## config.mk

```make
export PLATFORM = sky130hd
export DESIGN_NAME = alu_mc_pipe
export DESIGN_NICKNAME = d
export VERILOG_FILES = /design/src/rtl/alu_pkg.sv /design/src/rtl/alu_mul_iter.sv /design/src/rtl/alu_mc_pipe.sv
export SDC_FILE = /design/constraint.sdc
export NUM_CORES = 2
export LEC_CHECK = 0
export CELL_PAD_IN_SITES_DETAIL_PLACEMENT = 0
export CELL_PAD_IN_SITES_GLOBAL_PLACEMENT = 2
export CORE_AREA = 2 2 239 417
export DETAILED_ROUTE_END_ITERATION = 10
export DIE_AREA = 0 0 241 419
export PLACE_DENSITY_LB_ADDON = 0.1
export SYNTH_ARGS = -nofsm -noshare
export SYNTH_HDL_FRONTEND = slang
export SYNTH_SLANG_ARGS = --single-unit
```

## constraint.sdc

```tcl
create_clock -name clk -period 16.9 [get_ports clk]
set_input_delay 3.38 -clock clk [delete_from_list [all_inputs] [get_ports clk]]
set_output_delay 3.38 -clock clk [all_outputs]
set_load 0.005 [all_outputs]
```

## src/rtl/alu_pkg.sv

```systemverilog
`default_nettype none
// ============================================================================
// Module   : alu_pkg
// Purpose  : Op-code and FSM-state encodings shared by the multi-cycle ALU.
//            The 4-bit legacy op encodings are preserved unchanged.
// Revision : 1.0 - initial release
// ============================================================================
package alu_pkg;

  // ALU operation select codes; any code not listed decodes as NOR
  localparam logic [3:0] ALU_AND = 4'b0000;
  localparam logic [3:0] ALU_OR  = 4'b0001;
  localparam logic [3:0] ALU_ADD = 4'b0010;
  localparam logic [3:0] ALU_SLL = 4'b0011;
  localparam logic [3:0] ALU_SRL = 4'b0100;
  localparam logic [3:0] ALU_SRA = 4'b0101;
  localparam logic [3:0] ALU_SUB = 4'b0110;
  localparam logic [3:0] ALU_SLT = 4'b0111;
  localparam logic [3:0] ALU_MUL = 4'b1000;
  localparam logic [3:0] ALU_NOR = 4'b1111;

  // Handshake FSM state encoding
  localparam logic [1:0] ST_IDLE = 2'd0;
  localparam logic [1:0] ST_MUL  = 2'd1;
  localparam logic [1:0] ST_HOLD = 2'd2;

endpackage : alu_pkg
`default_nettype wire

```

## src/rtl/alu_mul_iter.sv

```systemverilog
`default_nettype none
// ============================================================================
// Module   : alu_mul_iter
// Purpose  : Iterative shift-add multiplier producing the low WIDTH bits of
//            a*b (unsigned) in WIDTH steps. done is asserted during the final
//            step and product then presents the completed accumulator value,
//            so the caller can capture it on the same edge that ends the op.
// Revision : 1.0 - initial release
// ============================================================================
module alu_mul_iter #(
  parameter int WIDTH = 64
) (
  input  logic             clk,
  input  logic             rst,
  input  logic             start,
  input  logic [WIDTH-1:0] a,
  input  logic [WIDTH-1:0] b,
  output logic             busy,
  output logic             done,
  output logic [WIDTH-1:0] product
);

  localparam int CW = $clog2(WIDTH);
  localparam logic [CW-1:0] c_last_step = CW'(WIDTH - 1);

  logic [WIDTH-1:0] r_a_sh;
  logic [WIDTH-1:0] r_b_sh;
  logic [WIDTH-1:0] r_acc;
  logic [CW-1:0]    r_cnt;
  logic             r_busy;
  logic [WIDTH-1:0] w_acc_next;

  // Accumulator value after the current step's partial product
  always_comb begin
    w_acc_next = r_acc + (r_b_sh[0] ? r_a_sh : '0);
  end

  // Operand shift registers, accumulator and step counter
  always_ff @(posedge clk or posedge rst) begin
    if (rst) begin
      r_a_sh <= '0;
      r_b_sh <= '0;
      r_acc  <= '0;
      r_cnt  <= '0;
      r_busy <= 1'b0;
    end else if (start) begin
      r_a_sh <= a;
      r_b_sh <= b;
      r_acc  <= '0;
      r_cnt  <= '0;
      r_busy <= 1'b1;
    end else if (r_busy) begin
      r_acc  <= w_acc_next;
      r_a_sh <= r_a_sh << 1;
      r_b_sh <= r_b_sh >> 1;
      r_cnt  <= r_cnt + 1'b1;
      if (r_cnt == c_last_step) begin
        r_busy <= 1'b0;
      end
    end
  end

  assign busy    = r_busy;
  assign done    = r_busy && (r_cnt == c_last_step);
  assign product = w_acc_next;

endmodule : alu_mul_iter
`default_nettype wire

```

## src/rtl/alu_mc_pipe.sv

```systemverilog
`default_nettype none
// ============================================================================
// Module   : alu_mc_pipe
// Purpose  : Registered execute-stage ALU with valid/ready handshakes. Single
//            cycle logic/arith/shift ops, iterative WIDTH-cycle MUL, and
//            N/Z/C/V flags captured alongside the result.
// Revision : 1.0 - initial release
// ============================================================================
module alu_mc_pipe
  import alu_pkg::*;
#(
  parameter int WIDTH = 64
) (
  input  logic             clk,
  input  logic             reset,
  input  logic             in_valid,
  output logic             in_ready,
  input  logic [WIDTH-1:0] a,
  input  logic [WIDTH-1:0] b,
  input  logic [3:0]       alu_op,
  output logic             out_valid,
  input  logic             out_ready,
  output logic [WIDTH-1:0] result,
  output logic             zero,
  output logic             negative,
  output logic             carry,
  output logic             overflow,
  output logic             busy
);

  localparam int SHW   = $clog2(WIDTH);
  localparam int c_msb = WIDTH - 1;

  logic [1:0]       r_state;
  logic [1:0]       w_state_next;
  logic             w_in_ready;
  logic             w_accept;
  logic             w_mul_start;
  logic             w_mul_busy;
  logic             w_mul_done;
  logic [WIDTH-1:0] w_mul_product;

  logic [WIDTH:0]   w_sum;
  logic [WIDTH:0]   w_diff;
  logic [SHW-1:0]   w_shamt;
  logic             w_ovf_add;
  logic             w_ovf_sub;
  logic [WIDTH-1:0] w_res;
  logic             w_c;
  logic             w_v;
  logic [WIDTH-1:0] w_load_val;
  logic             w_load_c;
  logic             w_load_v;

  logic [WIDTH-1:0] r_result;
  logic             r_out_valid;
  logic             r_zero;
  logic             r_negative;
  logic             r_carry;
  logic             r_overflow;

  assign w_accept    = in_valid && w_in_ready;
  assign w_mul_start = w_accept && (alu_op == ALU_MUL);

  alu_mul_iter #(
    .WIDTH   (WIDTH)
  ) u_mul (
    .clk     (clk),
    .rst     (reset),
    .start   (w_mul_start),
    .a       (a),
    .b       (b),
    .busy    (w_mul_busy),
    .done    (w_mul_done),
    .product (w_mul_product)
  );

  // Single-cycle op mux; SUB and SLT share the a + ~b + 1 adder
  always_comb begin
    w_sum     = {1'b0, a} + {1'b0, b};
    w_diff    = {1'b0, a} + {1'b0, ~b} + {{WIDTH{1'b0}}, 1'b1};
    w_shamt   = b[SHW-1:0];
    w_ovf_add = (a[c_msb] == b[c_msb]) && (w_sum[c_msb]  != a[c_msb]);
    w_ovf_sub = (a[c_msb] != b[c_msb]) && (w_diff[c_msb] != a[c_msb]);
    w_res     = '0;
    w_c       = 1'b0;
    w_v       = 1'b0;
    case (alu_op)
      ALU_AND: w_res = a & b;
      ALU_OR:  w_res = a | b;
      ALU_ADD: begin
        w_res = w_sum[WIDTH-1:0];
        w_c   = w_sum[WIDTH];
        w_v   = w_ovf_add;
      end
      ALU_SUB: begin
        w_res = w_diff[WIDTH-1:0];
        w_c   = w_diff[WIDTH];
        w_v   = w_ovf_sub;
      end
      ALU_SLT: begin
        // Signed less-than: sign of the difference corrected by overflow
        w_res = {{(WIDTH-1){1'b0}}, w_diff[c_msb] ^ w_ovf_sub};
        w_c   = w_diff[WIDTH];
      end
      ALU_SLL: w_res = a << w_shamt;
      ALU_SRL: w_res = a >> w_shamt;
      ALU_SRA: w_res = $unsigned($signed(a) >>> w_shamt);
      ALU_MUL: w_res = '0;
      default: w_res = ~(a | b);
    endcase
  end

  // Select what the output register captures: multiplier product or op mux
  always_comb begin
    w_load_val = w_mul_done ? w_mul_product : w_res;
    w_load_c   = w_mul_done ? 1'b0 : w_c;
    w_load_v   = w_mul_done ? 1'b0 : w_v;
  end

  // FSM state register
  always_ff @(posedge clk or posedge reset) begin
    if (reset) begin
      r_state <= ST_IDLE;
    end else begin
      r_state <= w_state_next;
    end
  end

  // FSM next-state logic
  always_comb begin
    w_state_next = r_state;
    case (r_state)
      ST_IDLE: if (w_mul_start)                 w_state_next = ST_MUL;
      ST_MUL:  if (w_mul_done)                  w_state_next = ST_HOLD;
      ST_HOLD: if (r_out_valid && out_ready)    w_state_next = ST_IDLE;
      default:                                  w_state_next = ST_IDLE;
    endcase
  end

  // FSM outputs: accept only in IDLE when the output slot is free or draining
  always_comb begin
    w_in_ready = (r_state == ST_IDLE) && (!r_out_valid || out_ready);
  end

  // Output register: load on single-cycle accept or MUL completion, else drain
  always_ff @(posedge clk or posedge reset) begin
    if (reset) begin
      r_out_valid <= 1'b0;
      r_result    <= '0;
      r_zero      <= 1'b0;
      r_negative  <= 1'b0;
      r_carry     <= 1'b0;
      r_overflow  <= 1'b0;
    end else if ((w_accept && !w_mul_start) || w_mul_done) begin
      r_out_valid <= 1'b1;
      r_result    <= w_load_val;
      r_zero      <= (w_load_val == '0);
      r_negative  <= w_load_val[c_msb];
      r_carry     <= w_load_c;
      r_overflow  <= w_load_v;
    end else if (r_out_valid && out_ready) begin
      r_out_valid <= 1'b0;
    end
  end

  assign in_ready  = w_in_ready;
  assign out_valid = r_out_valid;
  assign result    = r_result;
  assign zero      = r_zero;
  assign negative  = r_negative;
  assign carry     = r_carry;
  assign overflow  = r_overflow;
  assign busy      = w_mul_busy;

endmodule : alu_mc_pipe
`default_nettype wire

```

### After elaboration in Yosys (flattened, before gate mapping)

Index checks and enable logic that the tools add are counted.

* add/subtract/negate cells: 5
* equal/unequal tests: 18
* shift-type cells: 3
* muxes and demuxes: 24
* bitwise operators: 5
* reductions and logical operators: 19

Operator list (number)
* $pmux W64 S9: 1
* $mux W64: 8
* $add A64 B64 Y65: 2
* $not A64 Y64: 2
* $add A65 B1 Y65 const B: 1
* $add A64 B64 Y64: 1
* $and A64 B64 Y64: 1
* $logic_not A64 Y1: 1
* $or A64 B64 Y64: 1
* $shl A64 B6 Y64: 1
* $shr A64 B6 Y64: 1
* $sshr A64 B6 Y64: 1
* $eq A4 B3 Y1 const B: 4
* $mux W6: 2
* $eq A4 B2 Y1 const B: 2
* $logic_and A1 B1 Y1: 8
* $mux W1: 7
* $add A6 B1 Y6 const B: 1
* $eq A6 B6 Y1 const B: 1
* $mux W2: 3
* $ne A2 B2 Y1 const B: 3
* $pmux W2 S3: 1
* $eq A4 B1 Y1 const B: 1
* $eq A4 B4 Y1 const B: 1
* other kinds (13): 19

* register bits: 270
* bits of input ports: 136
* word-level logic and storage cells: 86

### Depth between registers and ports, before layout

* word-level depth: 9
* depth in mapped cells: 32
* gate-level depth less buffers: 26

### Cells and area by module

Synthesis repeated with hierarchy kept, for this count alone.

* cell total of the unflattened synthesis: 5450
* area, all modules: 41267.1 µm²

Modules (own cells, without submodules)
* alu_mc_pipe: times used 1, cells an instance 3976, area each 28107.0 µm²
* alu_mul_iter: times used 1, cells an instance 1474, area each 13160.1 µm²

### Worst setup path before layout

OpenSTA, ideal clock, no wires.

* path kind: input to register
* start: input port b[3]
* end: register r_zero (netlist: zero)
* arrival: 8.785 ns
* required time: 16.834 ns
* slack: 8.049 ns
* stages: 32
* buffers on the path: 6
* cells stage by stage: buf_4 -> inv_2 -> buf_2 -> buf_1 -> buf_2 -> buf_1 -> ha_1 -> clkbuf_1 -> nor2_1 -> o311ai_0 -> a31oi_1 -> a211oi_1 -> nor4_1 -> o211a_1 -> nor2_1 -> nand2b_1 -> a21oi_1 -> nor2_1 -> o21bai_1 -> fa_1 -> o221ai_1 -> a21oi_1 -> nor2_1 -> nor2_1 -> o221a_2 -> nand2_1 -> nor4_1 -> and4_1 -> nand4_1 -> and4bb_1 -> nand4_1 -> nand2_1

* cells in the longest elaborated chain, start to end: 9
* elaborated cells on any way between the ends: 16
* those cells by class: add/sub: 3; eq/ne: 1; shift: 3; mux: 2; bitwise: 5; reduce/logical: 2

Ends and longest elaborated chain
* start: declaration: line alu_mc_pipe.sv:19 `input logic [WIDTH-1:0] b,`
* $not A64 Y64: line alu_mc_pipe.sv:81 `w_diff = {1'b0, a} + {1'b0, ~b} + {{WIDTH{1'b0}}, 1'b1};`
* $add A64 B64 Y65: line alu_mc_pipe.sv:81
* $add A65 B1 Y65: line alu_mc_pipe.sv:81
* $ne A1 B1 Y1: line alu_mc_pipe.sv:84 `w_ovf_sub = (a[c_msb] != b[c_msb]) && (w_diff[c_msb] != a[c_msb]);`
* $logic_and A1 B1 Y1: line alu_mc_pipe.sv:84
* $xor A1 B1 Y1: line alu_mc_pipe.sv:103 `w_res = {{(WIDTH-1){1'b0}}, w_diff[c_msb] ^ w_ovf_sub};`
* $pmux W64 S9 (*): line alu_mc_pipe.sv:88 `case (alu_op)`
* $mux W64 (*): line alu_mc_pipe.sv:116 `w_load_val = w_mul_done ? w_mul_product : w_res;`
* $logic_not A64 Y1 (*): line alu_mc_pipe.sv:158 `r_zero <= (w_load_val == '0);`
* end signal: assignment: line alu_mc_pipe.sv:158
* end: declaration: line alu_mc_pipe.sv:57 `logic r_zero;`

Mark *: on every way between the ends. The rest lies on a longest branch, timed or not.
A chain may end at the register's enable or synchronous reset.

### Final worst setup path

Same ends and word-level chain as after synthesis.

==> flow_summary.ini <==
[cells_and_area]
drive_gt1_frac = 0.08899
n_fill_cell = 10305
fin_area_mm2 = 0.04272
num-nets-final = 5416
final_cell_mix = nor2_1, a21oi_1, nand2_1
mostFrequentLayoutCell = nor2_1
syn2layout_area_growth_pct = 10.52
stdcell_count = 6343

[die]
start_util = 0.3955
die_y_um = 419
rows = 152
die_area_mm2 = 0.1010
core-area_mm2 = 0.09775
fp.dieW_um = 241
pin_count = 207

[critical_path]
critPathLaunch = b[3]
crit_fanout = 42
arrival_ns = 11.46
worstSetupStartpointType = input port
crit_type = input port to flop
cp_common_cell = nor2_1
regToRegSetupSlack_ns = 10.31
r2r-start = u_mul.r_b_sh[0]
cp_slowest_cell = clkinv_2
max_stage_delay_ns = 0.79
cp-end-kind = flop
cp.required_ns = 17.50

[min_path]
hold_start = result[27]
hold_path.class = flop to flop

[global_routing]
grt_max_degree = 96
grt_pass1_wl_um = 337000
grt.overflow.total = 0
grtUsageTotal = 0.4766
antenna_found_initial = 27
grt_pass1_vias = 42402

[timing]
setup_viol_count_final = 0
timing.hold.ws_ns = 0.4610
setup_slack_ns = 6.038
period_share = 0.6427
finalHoldViolations = 0
slew_headroom = -0.1022
max_slew.worst_pin.slew_ns = 1.639
min_period_ns = 10.86
slew_viol_final = 15
setup_tns_ns = 0
fmax_ghz = 0.09206
rsz0062_at_grt = no
finalClockSkew_ns = 0.02781

[clocking]
cts_setup_buffers = 0
cts_resized = 0
clk_pin_slew_ns = 0.07
cts_sinks = 269
cts_tree = done
cts-root-buf = clkbuf_16
clk_latency_ns = 0.67
cts_max_level = 1
cts_hold_buffers = 0
cts_inserted_buffers = 30
cts_buffer_depth = 3

[route]
first_pass_iters = 7
drt_iter0_drc = 6368
num_vias = 44711
wl_met1_um = 86700
wl_per_cell_um = 38.82
drc = 0
via_per_inst = 7.049
wl_met3_um = 26840
wl_um = 246200
postRouteAntennaNets = 0
met2_length_um = 106100
top_layer = met5

[logic_synthesis]
async_reset_ff_frac = 1.000
yosysSeqAreaShare = 0.1741
ys.flop_type = dfrtp_1
ys_seq_elements = 269
ys_types = 97
syn_nets = 5460
postSynthAreaPerCell_um2 = 7.658
synth_area_mm2 = 0.03866
synthCells = 5048
synth_edf_count = 0
synth_warnings = 0

[power]
ir_drop_mv = 0.1309
leakagePower_nw = 17.88
powerDensity_mw_per_mm2 = 141.7

[status]
status = finished, violations left
violations = max-capacitance violations, max-slew violations

[placement]
post_dp_cell_area_mm2 = 0.04162
portBuffers = 206
dp.final_hpwl_um = 190400
pre_cts_ws_ns = 6.079
dp_cells = 6279
place.gp.congestion = 1.140

[flow_run]
cap_viol_max_count = 3
-- power by group --
| group | switching [mW] | internal, mW |
|---|---|---|
| clock network | 0.314 | 0.415 |
| registers | 0.212 | 0.956 |
| logic | 2.67 | 1.49 |
| total | 3.19 | 2.86 |
-- synthesized netlist by cell type (all sizes together) (35+ instances only) --
cell,number,area share
a211oi,65,0.013
a21o,60,0.012
a21oi,514,0.067
a31oi,54,0.0087
and2,106,0.017
buf,99,0.015
clkbuf,315,0.033
dfrtp,269,0.17
ha,272,0.088
inv,218,0.021
mux2,64,0.019
mux2i,293,0.076
mux4,126,0.075
nand2,427,0.041
nand2b,35,0.0057
nand3,95,0.012
nand4,57,0.0092
nor2,602,0.058
nor2b,42,0.0068
nor3,116,0.015
nor4,47,0.0076
o211ai,64,0.012
o21ai,282,0.037
o22ai,65,0.011
o31ai,49,0.0095
xnor2,69,0.016
-- final timing paths --
| kind | to | cells after the start |
|---|---|---|
| max in group asynchronous | u_mul.r_b_sh[49] | 4 |
| worst max register to register | zero | 17 |
| worst min-delay path | result[27] | 2 |
| worst min register to register | result[27] | 2 |
| worst max-delay path | zero | 29 |
| min in group asynchronous | u_mul.r_cnt[0] | 2 |
-- layer usage --
metal  up-vias  global-route usage
li1      18642                   -
met1     21848              0.5432
met2      3141              0.7221
met3      1054              0.1464
met4        26              0.4025
met5         -             0.01143
-- kinds of logic after synthesis --
family | count (synthesis) | share of synthesized area
DFF | 269 | 0.1741
xor gates and xnor gates | 100 | 0.02266
and+or+nand+nor | 1671 | 0.2013
buffers and inverters | 636 | 0.06949
AOI/OAI and AO/OA | 1613 | 0.2731
muxes | 483 | 0.1693
adders and majority gates | 276 | 0.09011
-- state kept, by name, indices dropped and copies added, names as in the netlist --
name          cells
out_valid         1
u_mul.r_acc      64
result           64
r_state           2
u_mul.r_a_sh     64
u_mul.r_cnt       6
carry             1
overflow          1
u_mul.busy        1
zero              1
u_mul.r_b_sh     64
-- layout make-up --
class | instances | area, µm² | area share
flip-flops and latches | 269 | 6735 | 0.1576
well taps | 1309 | 1638 | 0.03833
multi-input cells | 4143 | 29410 | 0.6883
inverters | 222 | 843.3 | 0.01974
clock inverters | 15 | 198.9 | 0.004656
repair buffers | 338 | 3032 | 0.07096
clock buffers | 36 | 844.6 | 0.01977
diodes | 11 | 27.53 | 0.0006443
-- stage by stage --
stage / total power, mW / util
after floorplan: 3.680 / -
after global placement: 5.147 / 0.4257
after detailed placement: 5.179 / 0.4258
after CTS: 5.927 / 0.4364
after global routing: 6.372 / 0.4369
final: 6.054 / 0.4371
-- critical path, delay by kind of cell --
family | cells | cell delay, ns
compound gates | 9 | 2.15
fa+ha+maj | 2 | 1.25
buf+inv | 4 | 1.76
simple gates | 14 | 2.87
Power figures use the tool's default switching activity.
